File: src/rtl/leaf_mem_pkg.sv
// Shared geometry and types for the k-NN leaf memory and its arbiter.
package leaf_mem_pkg;

    localparam int unsigned DATA_WIDTH = 11;
    localparam int unsigned PATCH_SIZE = 5;
    localparam int unsigned LEAF_SIZE  = 8;
    localparam int unsigned NUM_LEAVES = 64;
    localparam int unsigned ADDR_WIDTH = $clog2(NUM_LEAVES);
    localparam int unsigned SLOT_WIDTH = $clog2(LEAF_SIZE);

    typedef logic [DATA_WIDTH-1:0] elem_t;
    typedef elem_t [PATCH_SIZE-1:0] patch_t;
    typedef patch_t [LEAF_SIZE-1:0] leaf_t;
    typedef logic [ADDR_WIDTH-1:0] leaf_addr_t;

    // Kind of memory access granted in the current cycle.
    typedef enum logic [1:0] {
        AccIdle  = 2'd0,
        AccRead  = 2'd1,
        AccWrite = 2'd2
    } access_e;

endpackage

File: src/rtl/rr_arbiter.sv
// Combinational round-robin picker: searches from ptr_i+1 upward (wrapping) for the first request.
module rr_arbiter #(
    parameter int unsigned NUM_REQ = 4,
    localparam int unsigned IDX_WIDTH = (NUM_REQ > 1) ? $clog2(NUM_REQ) : 1
) (
    input  logic [NUM_REQ-1:0]   req_i,
    input  logic [IDX_WIDTH-1:0] ptr_i,
    output logic [NUM_REQ-1:0]   gnt_o,
    output logic [IDX_WIDTH-1:0] idx_o
);

    always_comb begin
        logic                 found;
        logic [IDX_WIDTH-1:0] cand;
        gnt_o = '0;
        idx_o = '0;
        found = 1'b0;
        cand  = '0;
        for (int unsigned k = 1; k <= NUM_REQ; k++) begin
            cand = IDX_WIDTH'((32'(ptr_i) + k) % NUM_REQ);
            if (!found && req_i[cand]) begin
                found       = 1'b1;
                gnt_o[cand] = 1'b1;
                idx_o       = cand;
            end
        end
    end

endmodule

File: src/rtl/leaf_mem_arbiter.sv
// Shares the leaf memory between the leaf loader (write, top priority) and the search lanes
// (round-robin reads), returning read data tagged with the requesting lane.
module leaf_mem_arbiter #(
    parameter int unsigned DATA_WIDTH   = leaf_mem_pkg::DATA_WIDTH,
    parameter int unsigned PATCH_SIZE   = leaf_mem_pkg::PATCH_SIZE,
    parameter int unsigned LEAF_SIZE    = leaf_mem_pkg::LEAF_SIZE,
    parameter int unsigned NUM_LEAVES   = leaf_mem_pkg::NUM_LEAVES,
    parameter int unsigned ADDR_WIDTH   = $clog2(NUM_LEAVES),
    parameter int unsigned NUM_REQ      = 4,
    parameter int unsigned READ_LATENCY = 1,
    localparam int unsigned SLOT_WIDTH  = (LEAF_SIZE > 1) ? $clog2(LEAF_SIZE) : 1,
    localparam int unsigned ID_WIDTH    = (NUM_REQ > 1) ? $clog2(NUM_REQ) : 1,
    localparam int unsigned PATCH_BITS  = PATCH_SIZE * DATA_WIDTH,
    localparam int unsigned LEAF_BITS   = LEAF_SIZE * PATCH_BITS
) (
    input  logic                          clk,
    input  logic                          rst_n,
    input  logic [NUM_REQ-1:0]            rd_req,
    input  logic [NUM_REQ*ADDR_WIDTH-1:0] rd_addr,
    output logic [NUM_REQ-1:0]            rd_gnt,
    input  logic                          wr_req,
    input  logic [ADDR_WIDTH-1:0]         wr_addr,
    input  logic [SLOT_WIDTH-1:0]         wr_slot,
    input  logic [PATCH_BITS-1:0]         wr_data,
    output logic                          wr_gnt,
    output logic                          mem_csb,
    output logic                          mem_web,
    output logic [ADDR_WIDTH-1:0]         mem_addr,
    output logic [LEAF_SIZE-1:0]          mem_wmask,
    output logic [PATCH_BITS-1:0]         mem_wdata,
    input  logic [LEAF_BITS-1:0]          mem_rdata,
    output logic                          rsp_valid,
    output logic [ID_WIDTH-1:0]           rsp_id,
    output logic [LEAF_BITS-1:0]          rsp_data
);

    import leaf_mem_pkg::*;

    logic [ID_WIDTH-1:0]   rr_ptr_q, rr_ptr_d;
    logic [NUM_REQ-1:0]    arb_gnt;
    logic [ID_WIDTH-1:0]   arb_idx;
    logic [ADDR_WIDTH-1:0] lane_addr [NUM_REQ];
    logic                  rd_fire;
    access_e               access;

    logic [READ_LATENCY-1:0]               pipe_vld_q;
    logic [READ_LATENCY-1:0][ID_WIDTH-1:0] pipe_id_q;
    logic                                  rsp_valid_q;
    logic [ID_WIDTH-1:0]                   rsp_id_q;
    logic [LEAF_BITS-1:0]                  rsp_data_q;

    for (genvar g = 0; g < NUM_REQ; g++) begin : g_lane_addr
        assign lane_addr[g] = rd_addr[g*ADDR_WIDTH +: ADDR_WIDTH];
    end

    rr_arbiter #(
        .NUM_REQ (NUM_REQ)
    ) u_rr_arbiter (
        .req_i (rd_req),
        .ptr_i (rr_ptr_q),
        .gnt_o (arb_gnt),
        .idx_o (arb_idx)
    );

    always_comb begin
        if (wr_req) begin
            access = AccWrite;
        end else if (|rd_req) begin
            access = AccRead;
        end else begin
            access = AccIdle;
        end
    end

    assign mem_wdata = wr_data;

    always_comb begin
        wr_gnt    = 1'b0;
        rd_gnt    = '0;
        mem_csb   = 1'b1;
        mem_web   = 1'b1;
        mem_addr  = '0;
        mem_wmask = '0;
        rr_ptr_d  = rr_ptr_q;
        rd_fire   = 1'b0;
        unique case (access)
            AccWrite: begin
                // Writes never move the round-robin pointer.
                wr_gnt    = 1'b1;
                mem_csb   = 1'b0;
                mem_web   = 1'b0;
                mem_addr  = wr_addr;
                mem_wmask = LEAF_SIZE'(1) << wr_slot;
            end
            AccRead: begin
                rd_gnt   = arb_gnt;
                mem_csb  = 1'b0;
                mem_addr = lane_addr[arb_idx];
                rr_ptr_d = arb_idx;
                rd_fire  = 1'b1;
            end
            default: ;
        endcase
    end

    // The pipe mirrors the memory's read latency; the response registers add one more stage.
    always_ff @(posedge clk or negedge rst_n) begin
        if (!rst_n) begin
            rr_ptr_q    <= ID_WIDTH'(NUM_REQ - 1);
            pipe_vld_q  <= '0;
            pipe_id_q   <= '0;
            rsp_valid_q <= 1'b0;
            rsp_id_q    <= '0;
            rsp_data_q  <= '0;
        end else begin
            rr_ptr_q      <= rr_ptr_d;
            pipe_vld_q[0] <= rd_fire;
            pipe_id_q[0]  <= rd_fire ? arb_idx : '0;
            for (int i = 1; i < READ_LATENCY; i++) begin
                pipe_vld_q[i] <= pipe_vld_q[i-1];
                pipe_id_q[i]  <= pipe_id_q[i-1];
            end
            rsp_valid_q <= pipe_vld_q[READ_LATENCY-1];
            rsp_id_q    <= pipe_id_q[READ_LATENCY-1];
            if (pipe_vld_q[READ_LATENCY-1]) begin
                rsp_data_q <= mem_rdata;
            end
        end
    end

    assign rsp_valid = rsp_valid_q;
    assign rsp_id    = rsp_id_q;
    assign rsp_data  = rsp_data_q;

endmodule

File: config.mk
export PLATFORM = sky130hd
export DESIGN_NAME = leaf_mem_arbiter
export DESIGN_NICKNAME = d
export VERILOG_FILES = /design/src/rtl/leaf_mem_pkg.sv /design/src/rtl/rr_arbiter.sv /design/src/rtl/leaf_mem_arbiter.sv
export SDC_FILE = /design/constraint.sdc
export NUM_CORES = 1
export LEC_CHECK = 0
export ABC_CLOCK_PERIOD_IN_PS = 3150
export CAP_MARGIN = 20
export CORE_AREA = 2 2 413 415
export CTS_CLUSTER_DIAMETER = 60
export CTS_CLUSTER_SIZE = 14
export DETAILED_ROUTE_END_ITERATION = 16
export DIE_AREA = 0 0 415 417
export PLACE_DENSITY = 0.3
export SYNTH_ARGS = -nofsm -noshare
export SYNTH_HDL_FRONTEND = slang
export SYNTH_HIERARCHICAL = 1
export SYNTH_SLANG_ARGS = --single-unit
File: constraint.sdc
create_clock -name clk -period 3.15 [get_ports clk]
set_input_delay 0.4725 -clock clk [delete_from_list [all_inputs] [get_ports clk]]
set_output_delay 0.4725 -clock clk [all_outputs]
set_load 0.02 [all_outputs]
==> summary.txt <==
Run status
  – Outcome: complete, but fails checks
  – Failing checks: negative setup slack

Logic synthesis
  – Sequential cell area fraction in the yosys report: 62.3%
  – EDFF count, synth: 0
  – Area contributors post-synth: dfrtp_1 (62%), mux2_2 (28%), buf_6 (3.0%)
  – #FFs+latches synth: 448
  – Syn. warnings: 6
  – Yosys cell types: 37
  – Share of the synthesized area in the top cell type: 62.0%
  – Yosys top cell by area: dfrtp_1
  – Synth Cell Area: 18000 um2
  – Asr flop ratio synth: 100%
  – Mapped Cells: 1102
  – Mean Syn Cell Area: 16.3 um2
  – Post-synthesis net count: 1645
  – Most used DFF post-synth: dfrtp_1

Cells and area
  – Final Non-Filler Cells: 4352
  – Most frequent cells in the layout: clkdlybuf4s50_1 (932), dfrtp_1 (445), mux2_2 (443)
  – Area growth from synthesis to layout: 81.5%
  – Most common cell after layout, fill and taps aside: clkdlybuf4s50_1
  – Layout cells sized above 1: 32.3%
  – Final core occ: 19.4%
  – Nets: 2611

Clocking
  – Clk sinks: 448
  – Cts bufs inserted: 78
  – Clock buffer depth: 3
  – CTS tree: yes
  – Insertion delay to the later sink of the worst-skew pair: 670 ps
  – H-tree depth: 3
  – Clock-pin slew on the worst setup and hold paths: approximately 50 ps
  – Clock root buffer: clkbuf_16

Timing
  – Hold slack: 327 ps
  – Tcrit/Tclk final: 115%
  – Worst-Margin Slew: 887 ps
  – Final min period: 3610 ps
  – Fmax: about 280 MHz
  – Slew Limit Headroom: 40.8%
  – RSZ-0062 raised after global routing: yes
  – Setup WS post-layout: -465 ps
  – Final Max Tran Viols: 0
  – Clock skew: 43.0 ps
  – Setup_tns: -3460 ps
  – Final hold violation count: 0
  – Endpoints failing setup: 10

Power and ir drop
  – Clock power share: approximately 43%
  – NetSw: roughly 0.0064 W
  – VDD IR max: 323 uV
  – Leakage power: ~13 nW
  – Combinational power share: around 26%
  – Sw Ratio: 29.7%
  – PD cells: 657 nW/um2
  – Sequential share of power: 31.8%
  – Int Pwr: 0.0151 W

Routing
  – Remaining DRCs: 0
  – DR vias/cell: 3.03
  – Via count: 13.2k
  – Routed Antenna Nets: 0
  – Final WL: 86.7 mm
  – First drt pass iteration count: 4
  – Drt wl/cell: 19.9 um
  – Iteration-0 DRC Markers: 361

Run
  – Max cap viols: 0

Floorplanning
  – Area of the core: around 170000 um2
  – Ports: 1054
  – Die area: about 170000 um2
  – Row count: 151
  – Die Height: 417 um
  – Initial core utilization: 10.7%
  – Die W: 415 um

GRT
  – Vias in the first global route: 14.5k
  – All-Layer GR Usage: under 10%
  – Largest net degree at the start of global routing: 126
  – First-pass GRT wire length: 119 mm
  – Initial antenna violation count: 11
  – Total grt overflow: 0

Placement
  – Place WS: -542 ps
  – Routability Congestion: about 0.78
  – PortBufs: 943
  – Dpl cells: approximately 4.2k
  – Dpl hpwl: 68.7 mm

Setup path
  – Max FO, Critical Path: 8
  – Worst EP required: 2680 ps
  – Crit path DAT: roughly 3100 ps
  – Crit start category: register
  – WS Path Type: reg2out
  – Crit. End Element: output pin

Min path
  – Type of the worst min-delay path: reg2reg
[timing repair]
action,CTS,global route
cloned,0,0
hold endpoints to repair,43,0
hold buffers,1,0
endpoints found under the setup margin,10,10
gates resized for setup,51,8
pin swaps,17,9
buffers inserted,5,3
[power groups by stage]
stage	logic (W)	registers [W]	clock network, W
floorplan	0.00168	0.00772	0
global placement	0.00542	0.00693	0
detailed placement	0.00542	0.00693	0
CTS	0.00560	0.00685	0.00955
global route	0.00583	0.00693	0.00978
finish	0.00552	0.00684	0.00913
[through the flow]
step	instance area (um2)	power, W
after CTS	32700	0.0220
after global placement	29800	0.0123
after detailed placement	29800	0.0123
after floorplan	18100	0.00940
after global routing	32700	0.0225
final	32700	0.0215
[layout make-up]
| type | count | area (um2) |
|---|---|---|
| fillers | 18300 | 136000 |
| flip-flops and latches | 448 | 11200 |
| repair buffers | 1001 | 10000 |
| multi-input cells | 535 | 5860 |
| well taps | 2218 | 2780 |
| clock buffers | 90 | 2080 |
| clock inverters | 52 | 701 |
| inverters | 4 | 15.0 |
| diodes | 4 | 10.0 |
[cells in the mapped netlist (2+ instances only)]
| cell type | count |
|---|---|
| nand2b_1 | 3 |
| ha_1 | 8 |
| nor2b_1 | 4 |
| inv_1 | 4 |
| o211ai_1 | 2 |
| dfstp_2 | 2 |
| buf_6 | 48 |
| and2_1 | 6 |
| a22oi_1 | 3 |
| nand2_1 | 13 |
| mux4_2 | 8 |
| buf_4 | 58 |
| clkbuf_1 | 2 |
| a22o_1 | 6 |
| nor3_1 | 4 |
| buf_2 | 7 |
| o21ai_0 | 6 |
| mux2_2 | 443 |
| nor2_1 | 9 |
| a221o_2 | 4 |
| dfrtp_1 | 446 |
[metal layers]
layer	share of wire, %	track usage [%]	vias to the layer above
met5	0.0092	0	-
met4	1.9	2.39	2
met3	5.9	2.92	134
met2	55	18.2	465
met1	38	10.5	6780
li1	-	-	5813
[worst max-delay path: stages, from the launching register on]
cell and delay (ps):
dfstp_2 540, inv_2 50, ha_4 290, nor3b_1 210
o211ai_1 140, a21oi_2 200, buf_12 160, mux4_2 500
a22o_4 250, buf_6 130
[worst paths after layout]
check	to	slack (ps)	cells past startpoint	startpoint
setup / recovery	mem_addr[0]	-460	9	rr_ptr_q[0]
hold / removal	rsp_id[1]	330	0	pipe_id_q[1]
setup reg to reg	pipe_id_q[1]	1160	9	rr_ptr_q[0]
hold reg to reg	rsp_id[1]	330	0	pipe_id_q[1]
max in group asynchronous	rsp_data[387]	1700	4	rst_n
min in group asynchronous	rsp_data[166]	410	2	rst_n
[cells by family (layout without fill, tap and decap cells)]
| logic type | count (synthesis) | after routing | share of synthesized area, % |
|---|---|---|---|
| other cells | 0 | 4 | 0 |
| fa+ha+maj | 8 | 8 | 0.556 |
| mux | 452 | 452 | 28.8 |
| buf+inv | 119 | 1147 | 5.74 |
| compound gates | 28 | 28 | 1.31 |
| flops | 448 | 448 | 62.3 |
| simple gates | 47 | 47 | 1.40 |
[state kept, by name (all words and copies together), names as in the netlist]
name / count
pipe_id_q: 2
rsp_id: 2
pipe_vld_q: 1
rr_ptr_q: 2
rsp_valid: 1
rsp_data: 440
Note: power is estimated with default switching activity, not from simulation.
